**src/rtl/tcb_lite_bridge_pkg.sv**
```systemverilog
`default_nettype none
// ============================================================================
// Module   : tcb_lite_bridge_pkg
// Brief    : Shared types for the byte-stream to TCB-Lite manager bridge:
//            TCB-Lite configuration record, command opcodes, status codes
//            and bridge FSM states.
// Revision : 1.0 - initial release
// ============================================================================
package tcb_lite_bridge_pkg;

    // Handshake configuration: response delay and request hold behaviour
    typedef struct packed {
        int unsigned DLY;
        logic        HLD;
    } tcb_lite_hsk_t;

    // Bus configuration: size mode, alignment, address and data widths
    typedef struct packed {
        logic        MOD;
        int unsigned ALW;
        int unsigned ADR;
        int unsigned DAT;
        int unsigned CHN;
    } tcb_lite_bus_t;

    typedef struct packed {
        tcb_lite_hsk_t HSK;
        tcb_lite_bus_t BUS;
    } tcb_lite_cfg_t;

    localparam tcb_lite_cfg_t TCB_LITE_CFG_DEF = '{
        HSK: '{DLY: 1, HLD: 1'b0},
        BUS: '{MOD: 1'b0, ALW: 0, ADR: 32, DAT: 32, CHN: 0}
    };

    // Command opcode carried in CMD[7:6]
    typedef enum logic [1:0] {
        OP_PING  = 2'b00,
        OP_READ  = 2'b01,
        OP_WRITE = 2'b10,
        OP_ILL   = 2'b11
    } op_t;

    // Status byte values returned as the first response byte
    localparam logic [7:0] STS_OK  = 8'h00;
    localparam logic [7:0] STS_ERR = 8'h01;
    localparam logic [7:0] STS_TMO = 8'h02;
    localparam logic [7:0] STS_SIZ = 8'hFD;
    localparam logic [7:0] STS_OP  = 8'hFE;

    // Bridge FSM states
    typedef enum logic [2:0] {
        ST_IDLE = 3'd0,
        ST_ADR  = 3'd1,
        ST_WDT  = 3'd2,
        ST_REQ  = 3'd3,
        ST_RSP  = 3'd4,
        ST_STS  = 3'd5,
        ST_RDT  = 3'd6
    } state_t;

endpackage
`default_nettype wire

```
**src/rtl/tcb_lite_if.sv**
```systemverilog
`default_nettype none
// ============================================================================
// Module   : tcb_lite_if
// Brief    : TCB-Lite bus interface (valid/ready handshake, request and
//            response records) with manager and subordinate modports.
// Revision : 1.0 - initial release
// ============================================================================
interface tcb_lite_if #(
    parameter tcb_lite_bridge_pkg::tcb_lite_cfg_t CFG = tcb_lite_bridge_pkg::TCB_LITE_CFG_DEF
) ();

    localparam int unsigned ADR_W = CFG.BUS.ADR;
    localparam int unsigned DAT_W = CFG.BUS.DAT;

    typedef struct packed {
        logic             ren;
        logic             wen;
        logic [ADR_W-1:0] adr;
        logic [1:0]       siz;
        logic [DAT_W-1:0] wdt;
        logic             lck;
        logic             ndn;
    } req_t;

    typedef struct packed {
        logic [DAT_W-1:0] rdt;
        logic             err;
    } rsp_t;

    logic vld;
    logic rdy;
    req_t req;
    rsp_t rsp;

    modport man (output vld, output req, input rdy, input rsp);
    modport sub (input vld, input req, output rdy, output rsp);

endinterface
`default_nettype wire

```
**src/rtl/tcb_lite_bridge_stream.sv**
```systemverilog
`default_nettype none
// ============================================================================
// Module   : tcb_lite_bridge_stream
// Brief    : Parses command packets from an 8-bit valid/ready stream, issues
//            one TCB-Lite transaction per command and streams back a status
//            byte (plus four read-data bytes on a successful read).
// Revision : 1.0 - initial release
// ============================================================================
module tcb_lite_bridge_stream
    import tcb_lite_bridge_pkg::*;
#(
    parameter tcb_lite_cfg_t CFG     = TCB_LITE_CFG_DEF,
    parameter int unsigned   TMO_CNT = 1024
) (
    input  logic        clk,
    input  logic        rst,
    tcb_lite_if.man     man,
    input  logic        rx_vld,
    input  logic [7:0]  rx_dat,
    output logic        rx_rdy,
    output logic        tx_vld,
    output logic [7:0]  tx_dat,
    input  logic        tx_rdy
);

    localparam int unsigned     c_adr_w    = CFG.BUS.ADR;
    localparam int unsigned     c_dat_w    = CFG.BUS.DAT;
    localparam int unsigned     c_tmo_w    = $clog2(TMO_CNT + 1);
    localparam logic [c_tmo_w-1:0] c_tmo_last = c_tmo_w'(TMO_CNT - 1);
    localparam logic [c_tmo_w-1:0] c_tmo_one  = c_tmo_w'(1);

    // Only log-size addressing and 0/1 response delay are supported
    if ((CFG.BUS.MOD != 1'b0) || (CFG.HSK.DLY > 1)) begin : g_cfg_err
        $error("tcb_lite_bridge_stream: unsupported CFG (BUS.MOD must be 0, HSK.DLY 0 or 1)");
    end

    state_t               r_state;
    state_t               w_state_nxt;
    logic                 r_run;
    logic                 r_ren;
    logic                 r_wen;
    logic [1:0]           r_siz;
    logic [c_adr_w-1:0]   r_adr;
    logic [c_dat_w-1:0]   r_wdt;
    logic [c_dat_w-1:0]   r_rdt;
    logic [7:0]           r_sts;
    logic [1:0]           r_cnt;
    logic [c_tmo_w-1:0]   r_tmo;

    logic                 w_rx_hs;
    logic                 w_cmd_ld;
    logic                 w_ren_nxt;
    logic                 w_wen_nxt;
    logic                 w_adr_sh;
    logic                 w_wdt_sh;
    logic                 w_cnt_inc;
    logic                 w_tmo_inc;
    logic                 w_tmo_clr;
    logic                 w_sts_ld;
    logic [7:0]           w_sts_val;
    logic                 w_rsp_smp;
    logic [7:0]           w_tx_dat;

    // Receive side is only open while collecting a packet; r_run keeps it
    // closed until the first clock after reset.
    assign rx_rdy  = r_run & ((r_state == ST_IDLE) | (r_state == ST_ADR) | (r_state == ST_WDT));
    assign tx_vld  = (r_state == ST_STS) | (r_state == ST_RDT);
    assign tx_dat  = w_tx_dat;
    assign w_rx_hs = rx_vld & rx_rdy;

    assign man.vld     = (r_state == ST_REQ);
    assign man.req.ren = r_ren;
    assign man.req.wen = r_wen;
    assign man.req.adr = r_adr;
    assign man.req.siz = r_siz;
    assign man.req.wdt = r_wdt;
    assign man.req.lck = 1'b0;
    assign man.req.ndn = 1'b0;

    // Hold the receive side closed until the first clock edge after reset
    always_ff @(posedge clk or posedge rst) begin
        if (rst) r_run <= 1'b0;
        else     r_run <= 1'b1;
    end

    // FSM state register
    always_ff @(posedge clk or posedge rst) begin
        if (rst) r_state <= ST_IDLE;
        else     r_state <= w_state_nxt;
    end

    // Next-state and datapath control decode
    always_comb begin
        w_state_nxt = r_state;
        w_cmd_ld    = 1'b0;
        w_ren_nxt   = 1'b0;
        w_wen_nxt   = 1'b0;
        w_adr_sh    = 1'b0;
        w_wdt_sh    = 1'b0;
        w_cnt_inc   = 1'b0;
        w_tmo_inc   = 1'b0;
        w_tmo_clr   = 1'b0;
        w_sts_ld    = 1'b0;
        w_sts_val   = STS_OK;
        w_rsp_smp   = 1'b0;
        case (r_state)
            ST_IDLE: begin
                if (w_rx_hs) begin
                    // Every command byte refreshes ren/wen so a ping or a
                    // rejected command never inherits a previous read.
                    w_cmd_ld = 1'b1;
                    case (op_t'(rx_dat[7:6]))
                        OP_PING: begin
                            w_sts_ld    = 1'b1;
                            w_sts_val   = STS_OK;
                            w_state_nxt = ST_STS;
                        end
                        OP_ILL: begin
                            w_sts_ld    = 1'b1;
                            w_sts_val   = STS_OP;
                            w_state_nxt = ST_STS;
                        end
                        default: begin
                            if (rx_dat[5:4] == 2'b11) begin
                                w_sts_ld    = 1'b1;
                                w_sts_val   = STS_SIZ;
                                w_state_nxt = ST_STS;
                            end else begin
                                w_ren_nxt   = (rx_dat[7:6] == OP_READ);
                                w_wen_nxt   = (rx_dat[7:6] == OP_WRITE);
                                w_state_nxt = ST_ADR;
                            end
                        end
                    endcase
                end
            end
            ST_ADR: begin
                if (w_rx_hs) begin
                    w_adr_sh  = 1'b1;
                    w_cnt_inc = 1'b1;
                    if (r_cnt == 2'd3) w_state_nxt = r_wen ? ST_WDT : ST_REQ;
                end
            end
            ST_WDT: begin
                if (w_rx_hs) begin
                    w_wdt_sh  = 1'b1;
                    w_cnt_inc = 1'b1;
                    if (r_cnt == 2'd3) w_state_nxt = ST_REQ;
                end
            end
            ST_REQ: begin
                if (man.rdy) begin
                    w_tmo_clr = 1'b1;
                    if (CFG.HSK.DLY == 0) begin
                        w_rsp_smp   = 1'b1;
                        w_state_nxt = ST_STS;
                    end else begin
                        w_state_nxt = ST_RSP;
                    end
                end else if (r_tmo == c_tmo_last) begin
                    w_tmo_clr   = 1'b1;
                    w_sts_ld    = 1'b1;
                    w_sts_val   = STS_TMO;
                    w_state_nxt = ST_STS;
                end else begin
                    w_tmo_inc = 1'b1;
                end
            end
            ST_RSP: begin
                w_rsp_smp   = 1'b1;
                w_state_nxt = ST_STS;
            end
            ST_STS: begin
                if (tx_rdy) w_state_nxt = (r_ren && (r_sts == STS_OK)) ? ST_RDT : ST_IDLE;
            end
            ST_RDT: begin
                if (tx_rdy) begin
                    w_cnt_inc = 1'b1;
                    if (r_cnt == 2'd3) w_state_nxt = ST_IDLE;
                end
            end
            default: w_state_nxt = ST_IDLE;
        endcase
    end

    // Packet fields, byte counter, timeout counter and response capture
    always_ff @(posedge clk or posedge rst) begin
        if (rst) begin
            r_ren <= 1'b0;
            r_wen <= 1'b0;
            r_siz <= 2'd0;
            r_adr <= '0;
            r_wdt <= '0;
            r_rdt <= '0;
            r_sts <= STS_OK;
            r_cnt <= 2'd0;
            r_tmo <= '0;
        end else begin
            if (w_cmd_ld) begin
                r_ren <= w_ren_nxt;
                r_wen <= w_wen_nxt;
                r_siz <= rx_dat[5:4];
                r_cnt <= 2'd0;
            end
            // Bytes arrive LSB-first, so shift in from the top
            if (w_adr_sh)  r_adr <= {rx_dat, r_adr[c_adr_w-1:8]};
            if (w_wdt_sh)  r_wdt <= {rx_dat, r_wdt[c_dat_w-1:8]};
            if (w_cnt_inc) r_cnt <= r_cnt + 2'd1;
            if (w_tmo_clr)      r_tmo <= '0;
            else if (w_tmo_inc) r_tmo <= r_tmo + c_tmo_one;
            if (w_sts_ld)       r_sts <= w_sts_val;
            else if (w_rsp_smp) r_sts <= man.rsp.err ? STS_ERR : STS_OK;
            if (w_rsp_smp) r_rdt <= man.rsp.rdt;
        end
    end

    // Response byte select: status first, then read data LSB-first
    always_comb begin
        w_tx_dat = 8'h00;
        case (r_state)
            ST_STS:  w_tx_dat = r_sts;
            ST_RDT:  w_tx_dat = r_rdt[{r_cnt, 3'b000} +: 8];
            default: w_tx_dat = 8'h00;
        endcase
    end

endmodule
`default_nettype wire
```
**src/flat_wrapper.sv**
```systemverilog
// flat-port wrapper written by rule: the top's interface ports become plain ports
module tcb_lite_bridge_stream_flat import tcb_lite_bridge_pkg::*;
#(
    parameter tcb_lite_cfg_t CFG     = TCB_LITE_CFG_DEF,
    parameter int unsigned   TMO_CNT = 1024
)
  (clk, rst, rx_vld, rx_dat, rx_rdy, tx_vld, tx_dat, tx_rdy, man_vld, man_req, man_rdy, man_rsp);
  tcb_lite_if #(.CFG(CFG)) man_i ();
  input  logic clk;
  input  logic rst;
  input  logic rx_vld;
  input  logic [7:0] rx_dat;
  output logic rx_rdy;
  output logic tx_vld;
  output logic [7:0] tx_dat;
  input  logic tx_rdy;
  output wire logic [$bits(man_i.vld)-1:0] man_vld;
  output wire logic [$bits(man_i.req)-1:0] man_req;
  input wire logic [$bits(man_i.rdy)-1:0] man_rdy;
  input wire logic [$bits(man_i.rsp)-1:0] man_rsp;
  assign man_vld = man_i.vld;
  assign man_req = man_i.req;
  assign man_i.rdy = man_rdy;
  assign man_i.rsp = man_rsp;
  tcb_lite_bridge_stream #(.CFG(CFG), .TMO_CNT(TMO_CNT)) u_core (.clk(clk), .rst(rst), .man(man_i), .rx_vld(rx_vld), .rx_dat(rx_dat), .rx_rdy(rx_rdy), .tx_vld(tx_vld), .tx_dat(tx_dat), .tx_rdy(tx_rdy));
endmodule
```
**config.mk**
```make
export PLATFORM = sky130hd
export DESIGN_NAME = tcb_lite_bridge_stream_flat
export DESIGN_NICKNAME = d
export VERILOG_FILES = /design/src/rtl/tcb_lite_bridge_pkg.sv /design/src/rtl/tcb_lite_if.sv /design/src/rtl/tcb_lite_bridge_stream.sv /design/src/flat_wrapper.sv
export SDC_FILE = /design/constraint.sdc
export NUM_CORES = 1
export LEC_CHECK = 0
export BUFFER_PORTS_ARGS = -buffer_cell sky130_fd_sc_hd__buf_2
export CAP_MARGIN = 20
export CELL_PAD_IN_SITES_DETAIL_PLACEMENT = 2
export CELL_PAD_IN_SITES_GLOBAL_PLACEMENT = 2
export CORE_MARGIN = 4
export CORE_UTILIZATION = 39
export CTS_BUF_LIST = sky130_fd_sc_hd__clkbuf_16
export DETAILED_ROUTE_END_ITERATION = 10
export PLACE_DENSITY_LB_ADDON = 0.1
export SETUP_SLACK_MARGIN = 0.2
export SLEW_MARGIN = 0
export SYNTH_ARGS = -nofsm -noshare
export SYNTH_HDL_FRONTEND = slang
export SYNTH_SLANG_ARGS = --single-unit
export TNS_END_PERCENT = 5
```
**constraint.sdc**
```tcl
create_clock -name clk -period 13.9 [get_ports clk]
set_input_delay 4.17 -clock clk [delete_from_list [all_inputs] [get_ports clk]]
set_output_delay 4.17 -clock clk [all_outputs]
set_load 0.01 [all_outputs]
```
==> run summary, run 1 <==
Status: finished clean
Data required time at the worst endpoint: 9730 ps
Yosys top cell area share: 56.7%
Setup CP Type: flip-flop to output port
Resized Gates After CTS: 0
Vias: 3586
Post-CTS Setup Bufs: 0
Leak Pwr: 3.23 nW
Die area: 0.0155 mm²
Max-cap violation count: 0
CTS H-tree depth: 4
Synth cell types: 52
Largest net degree at the start of global routing: 71
Async SR Flop Fraction: 100%
Filler Cell Count: 1303
#FFs+latches synth: 120
CP Cell Sequence: inv_1, nor2_1, a22oi_1, nor2_1, buf_2
Vias in the first global route: 4013
Cell Rows: 42
Final Hold Violating Endpoints: 0
CP endpoint kind: output port
Type of origin of the critical path: flip-flop
Total CTS buffers: 17
Post-CTS Hold Fix Bufs: 0
Post-route insts no fill: 700
Cell Area, Synth: 0.00530 mm²
Fmax: 151 MHz
Tmin final: 6620 ps
Placeable core region: 0.0133 mm²
Worst path max stage delay: 730 ps
Post-route cell area: 0.00661 mm²
Initial antenna violation count: 0
Final Max Tran Viols: 0
Avg Vias per Cell: 5.12
Drt first pass iters: 4
Routed wire length: 13700 µm
Post-DRT Antenna Nets: 0
Clk_lat worst skew: 420 ps
Starting Density: 39.9%
Total negative setup slack: 0 ps
Slowest cell on crit path: dfrtp_1
I/O pin count: 127
Yosys top cell by area: dfrtp_1
Port bufs: 124
Wire per inst: 19.6 µm
Most frequent cell after synthesis: dfrtp_1
Post-synth EDFFs: 0
Final period utilization: 47.6%
Most common library cells after synthesis: dfrtp_1 (120), mux2_2 (97), nand2_1 (26), nor2_1 (15)
Die H: 125 µm
ANT cells: 0
CTS Root Cell: clkbuf_16
All-layer global routing usage: 18.5%
Area growth syn-to-layout: 24.7%
Longest Clk Path Bufs: 2
First-pass GRT wire length: 22700 µm
Final Skew: 7.23 ps
Worst VDD drop: 97.8 µV
Clock tree sinks: 120
CTS tree: built
Data arrival time of the worst path: 2450 ps
Share of cells above drive strength 1: 51.9%
Die Wd: 125 µm
Worst-Margin Slew: 902 ps
Mean Syn Cell Area: 13.7 µm²
Synth warnings: 0
Cells after Synth: 387
Worst min-delay path category: flip-flop to flip-flop
Placed Instances: 668
Dpl cell area: 0.00605 mm²
Detail Placement HPWL: 9410 µm
Ys flop type: dfrtp_1
RSZ-0062 raised after global routing: false
GRT overflow: 0
DRC: 0
Ranking of synthesized cells by area: dfrtp_1 (57%), mux2_2 (21%), mux4_2 (3.4%)
Gpl congestion: 0.776
Fin nets: 562
Register area share after synthesis: 56.7%
Util after Layout: 49.7%
WP buf/inv: 2
CP delay by family, top: simple AND/OR/NAND/NOR gates
PD cells: 230 mW/mm²
Relative slew slack: 39.9%
CTS clock-pin slew for the worst setup and hold paths: 60 ps
Crit path max fanout: 16
Most used cell, CP: nor2_1
Setup-failing EPs final: 0
1st-iter DRT viols: 151
-- power by group --
| part | internal [mW] | switching [mW] | total [mW] |
|---|---|---|---|
| Combinational | 0.255 | 0.223 | 0.478 |
| Clock | 0.260 | 0.160 | 0.420 |
| Sequential | 0.492 | 0.130 | 0.622 |
| Total | 1.01 | 0.513 | 1.52 |
-- layout make-up --
type	count	area, µm²	area share (%)
flip-flops and latches	120	3000	45.4
multi-input cells	233	2130	32.3
repair buffers	128	651	9.84
clock buffers	17	425	6.43
well taps	176	220	3.33
clock inverters	15	135	2.04
inverters	11	43.8	0.662
-- worst register-to-register path: stages (launching register included) --
cell and delay, ps:
dfrtp_1 540, inv_1 370, nor3_4 710, buf_4 400, mux2_2 390
-- kinds of logic after synthesis --
family | count (synthesis) | share of synthesized area, %
and+or+nand+nor | 74 | 7.88
xor gates and xnor gates | 8 | 1.32
DFF | 120 | 56.7
muxes | 110 | 25.0
other | 2 | 0.142
adders and majority gates | 5 | 1.18
AOI/OAI and AO/OA | 33 | 4.32
buffers and inverters | 35 | 3.52
-- through the flow --
| step | setup WS (ps) | hold slack, ps | power [mW] |
|---|---|---|---|
| floorplan | 6540 | 465 | 0.927 |
| global placement | 7890 | 484 | 1.08 |
| detailed placement | 7710 | 494 | 1.11 |
| CTS | 7230 | 506 | 1.54 |
| global route | 7060 | 524 | 1.62 |
| finish | 7280 | 499 | 1.52 |
-- flip-flops by register name (all words and copies together) (netlist names) --
name	cells
u_core.r_tmo	11
u_core.r_wdt	32
u_core.r_rdt	32
u_core.r_siz	2
u_core.r_ren	1
u_core.r_cnt	2
u_core.r_run	1
u_core.r_sts	3
u_core.r_adr	32
u_core.r_wen	1
u_core.r_state	3
-- layout by cell type, fill, tap and decap left out, types with 2 or more instances in the layout --
| master | instances |
|---|---|
| a211o_1 | 2 |
| a21oi_1 | 12 |
| a22oi_1 | 2 |
| buf_2 | 124 |
| buf_4 | 4 |
| bufinv_16 | 2 |
| clkbuf_16 | 17 |
| clkinv_1 | 4 |
| clkinv_2 | 4 |
| clkinvlp_4 | 3 |
| conb_1 | 3 |
| dfrtp_1 | 120 |
| ha_1 | 5 |
| inv_1 | 10 |
| mux2_2 | 97 |
| mux2i_1 | 4 |
| mux4_2 | 8 |
| nand2_1 | 26 |
| nand3_1 | 3 |
| nor2_1 | 15 |
| nor3_1 | 7 |
| nor3_4 | 3 |
| nor4_1 | 3 |
| nor4_2 | 2 |
| o2111ai_1 | 2 |
| o211ai_1 | 2 |
| o21ai_0 | 3 |
| xnor2_1 | 7 |
-- metal layers --
metal / track usage (%) / wire length, µm / part of all wire [%]
met2: 31.5 / 7010 / 51
met4: 5.09 / 186 / 1.4
met3: 5.57 / 625 / 4.6
met1: 22.8 / 5910 / 43
met5: 0 / 0 / 0
-- worst paths after layout --
kind,start,endpoint,slack (ps),depth (start not counted)
setup reg to reg,u_core.r_state[2],u_core.r_rdt[8],11370,4
hold reg to reg,u_core.r_rdt[18],u_core.r_rdt[18],500,1
min in group asynchronous,rst,u_core.r_wdt[14],3840,2
hold / removal,u_core.r_rdt[18],u_core.r_rdt[18],500,1
max in group asynchronous,rst,u_core.r_adr[22],8710,3
setup / recovery,u_core.r_state[1],tx_dat[1],7280,5
(Power assumes the default switching activity.)
==> run 2, diff against run 1 <==
CORE_UTILIZATION = 36   (was 39)
clock period = 6.75 ns   (was 13.9 ns; I/O delays follow)
==> run summary, run 2 (same netlist as run 1, synthesis figures left out) <==
Tmin final: 4390 ps
All-layer global routing usage: 16.9% (was 18.5%)
CTS tree: built (unchanged)
CP delay by family, top: flip-flops (was simple AND/OR/NAND/NOR gates)
Die H: 129 µm (was 125 µm)
DRC: 0 (unchanged)
Post-DRT Antenna Nets: 0 (unchanged)
Placeable core region: 0.0145 mm² (was 0.0133 mm²)
Relative slew slack: 38.0% (was 39.9%)
Post-route insts no fill: 707 (was 700)
Dpl cell area: 0.00606 mm² (was 0.00605 mm²)
Setup CP Type: flip-flop to output port (unchanged)
Longest Clk Path Bufs: 2 (unchanged)
Leak Pwr: 3.26 nW (was 3.23 nW)
Vias in the first global route: 3930 (was 4013)
Detail Placement HPWL: 9340 µm (was 9410 µm)
Commonest cells after routing, fill and taps aside: buf_2 (124), dfrtp_1 (120), mux2_2 (97), nand2_1 (26), clkbuf_16 (17) (unchanged)
Die area: 0.0167 mm² (was 0.0155 mm²)
Drt first pass iters: 4 (unchanged)
Gpl congestion: 0.793 (was 0.776)
Clock tree sinks: 120 (unchanged)
Placed Instances: 676 (was 668)
Port bufs: 124 (unchanged)
Data required time at the worst endpoint: 4720 ps (was 9730 ps)
GRT overflow: 0 (unchanged)
Post-CTS Hold Fix Bufs: 0 (unchanged)
Worst VDD drop: 195 µV (was 97.8 µV)
Largest net degree at the start of global routing: 73 (was 71)
First-pass GRT wire length: 21600 µm (was 22700 µm)
Fin nets: 562 (unchanged)
Total negative setup slack: 0 ps (unchanged)
Worst-Margin Slew: 930 ps (was 902 ps)
Worst path max stage delay: 710 ps (was 730 ps)
Die Wd: 129 µm (was 125 µm)
CTS clock-pin slew for the worst setup and hold paths: 50 ps (was 60 ps)
Final period utilization: 65.1%
Crit path max fanout: 16 (unchanged)
Clk_lat worst skew: 410 ps (was 420 ps)
RSZ-0062 raised after global routing: false (unchanged)
I/O pin count: 127 (unchanged)
Final Hold Violating Endpoints: 0 (unchanged)
WP buf/inv: 2 (unchanged)
Area growth syn-to-layout: 25.1% (was 24.7%)
ANT cells: 0 (unchanged)
Cell Rows: 44 (was 42)
CP Cell Sequence: inv_1, nor2_1, a22oi_1, nor2_1, buf_2 (unchanged)
PD cells: 471 mW/mm² (was 230 mW/mm²)
Crit. Startpoint: u_core.r_state[1] (unchanged)
Status: finished clean (unchanged)
Resized Gates After CTS: 0 (unchanged)
Post-route cell area: 0.00663 mm² (was 0.00661 mm²)
Final Skew: 8.54 ps (was 7.23 ps)
Post-CTS Setup Bufs: 0 (unchanged)
Avg Vias per Cell: 5.03 (was 5.12)
Max-cap violation count: 0 (unchanged)
CP endpoint kind: output port (unchanged)
Most used cell, CP: nor2_1 (unchanged)
HP Start: u_core.r_wdt[6] (was u_core.r_rdt[18])
Starting Density: 36.6% (was 39.9%)
Type of origin of the critical path: flip-flop (unchanged)
CTS H-tree depth: 4 (unchanged)
CTS Root Cell: clkbuf_16 (unchanged)
Hold Slack: 498 ps (was 499 ps)
Fmax: 228 MHz
Total CTS buffers: 17 (unchanged)
Final Max Tran Viols: 0 (unchanged)
Critical R2R Launch: u_core.r_state[0] (was u_core.r_state[2])
Routed wire length: 13400 µm (was 13700 µm)
Wire per inst: 19.0 µm (was 19.6 µm)
Data arrival time of the worst path: 2370 ps (was 2450 ps)
Share of cells above drive strength 1: 51.4% (was 51.9%)
1st-iter DRT viols: 162 (was 151)
Initial antenna violation count: 1 (was 0)
Most common cell after layout, fill and taps aside: buf_2 (unchanged)
Setup-failing EPs final: 0 (unchanged)
Slowest cell on crit path: dfrtp_1 (unchanged)
Largest regs: u_core.r_adr (32), u_core.r_rdt (32), u_core.r_wdt (32) (unchanged)
Vias: 3553 (was 3586)
Worst min-delay path category: flip-flop to flip-flop (unchanged)
run 2: cell type report:
class / instances / area [µm²]
clock buffer: 17 / 425
clock inverter: 14 / 146
fill: 1445 / 7850
inverter: 11 / 43.8
multi-input combinational: 233 / 2130
sequential: 120 / 3000
tap: 184 / 230
timing repair buffer: 128 / 651
run 2: through the flow:
| step | power [mW] | utilization [%] | worst slack [ps] |
|---|---|---|---|
| floorplan | 1.91 | - | 1540 |
| global placement | 2.22 | 41.9 | 2850 |
| detailed placement | 2.28 | 41.9 | 2770 |
| CTS | 3.18 | 45.8 | 2300 |
| global route | 3.34 | 45.8 | 2100 |
| finish | 3.12 | 45.8 | 2360 |
run 2: power breakdown:
group	total [mW]	switching [mW]	leakage [nW]	internal, mW
clock	0.874	0.306	0.296	0.567
sequential	1.28	0.261	1.53	1.01
combinational	0.975	0.449	1.43	0.526
total	3.12	1.02	3.26	2.11
run 2: path summary, 6_finish.rpt:
kind,endpoint,slack (ps),cells after the start
min reg2reg,u_core.r_wdt[6],500,1
max,tx_dat[1],2360,5
max in group asynchronous,u_core.r_sts[0],3720,3
min,u_core.r_wdt[6],500,1
max reg2reg,u_core.r_adr[7],4580,4
min in group asynchronous,u_core.r_wdt[14],1810,2
run 2: per-layer routing:
| metal | track usage [%] | routed length, µm | vias up |
|---|---|---|---|
| met2 | 27.5 | 6650 | 83 |
| met4 | 6.11 | 188 | 2 |
| met5 | 0 | 7 | - |
| met1 | 21.7 | 5960 | 1825 |
| met3 | 4.62 | 609 | 15 |
| li1 | - | - | 1628 |
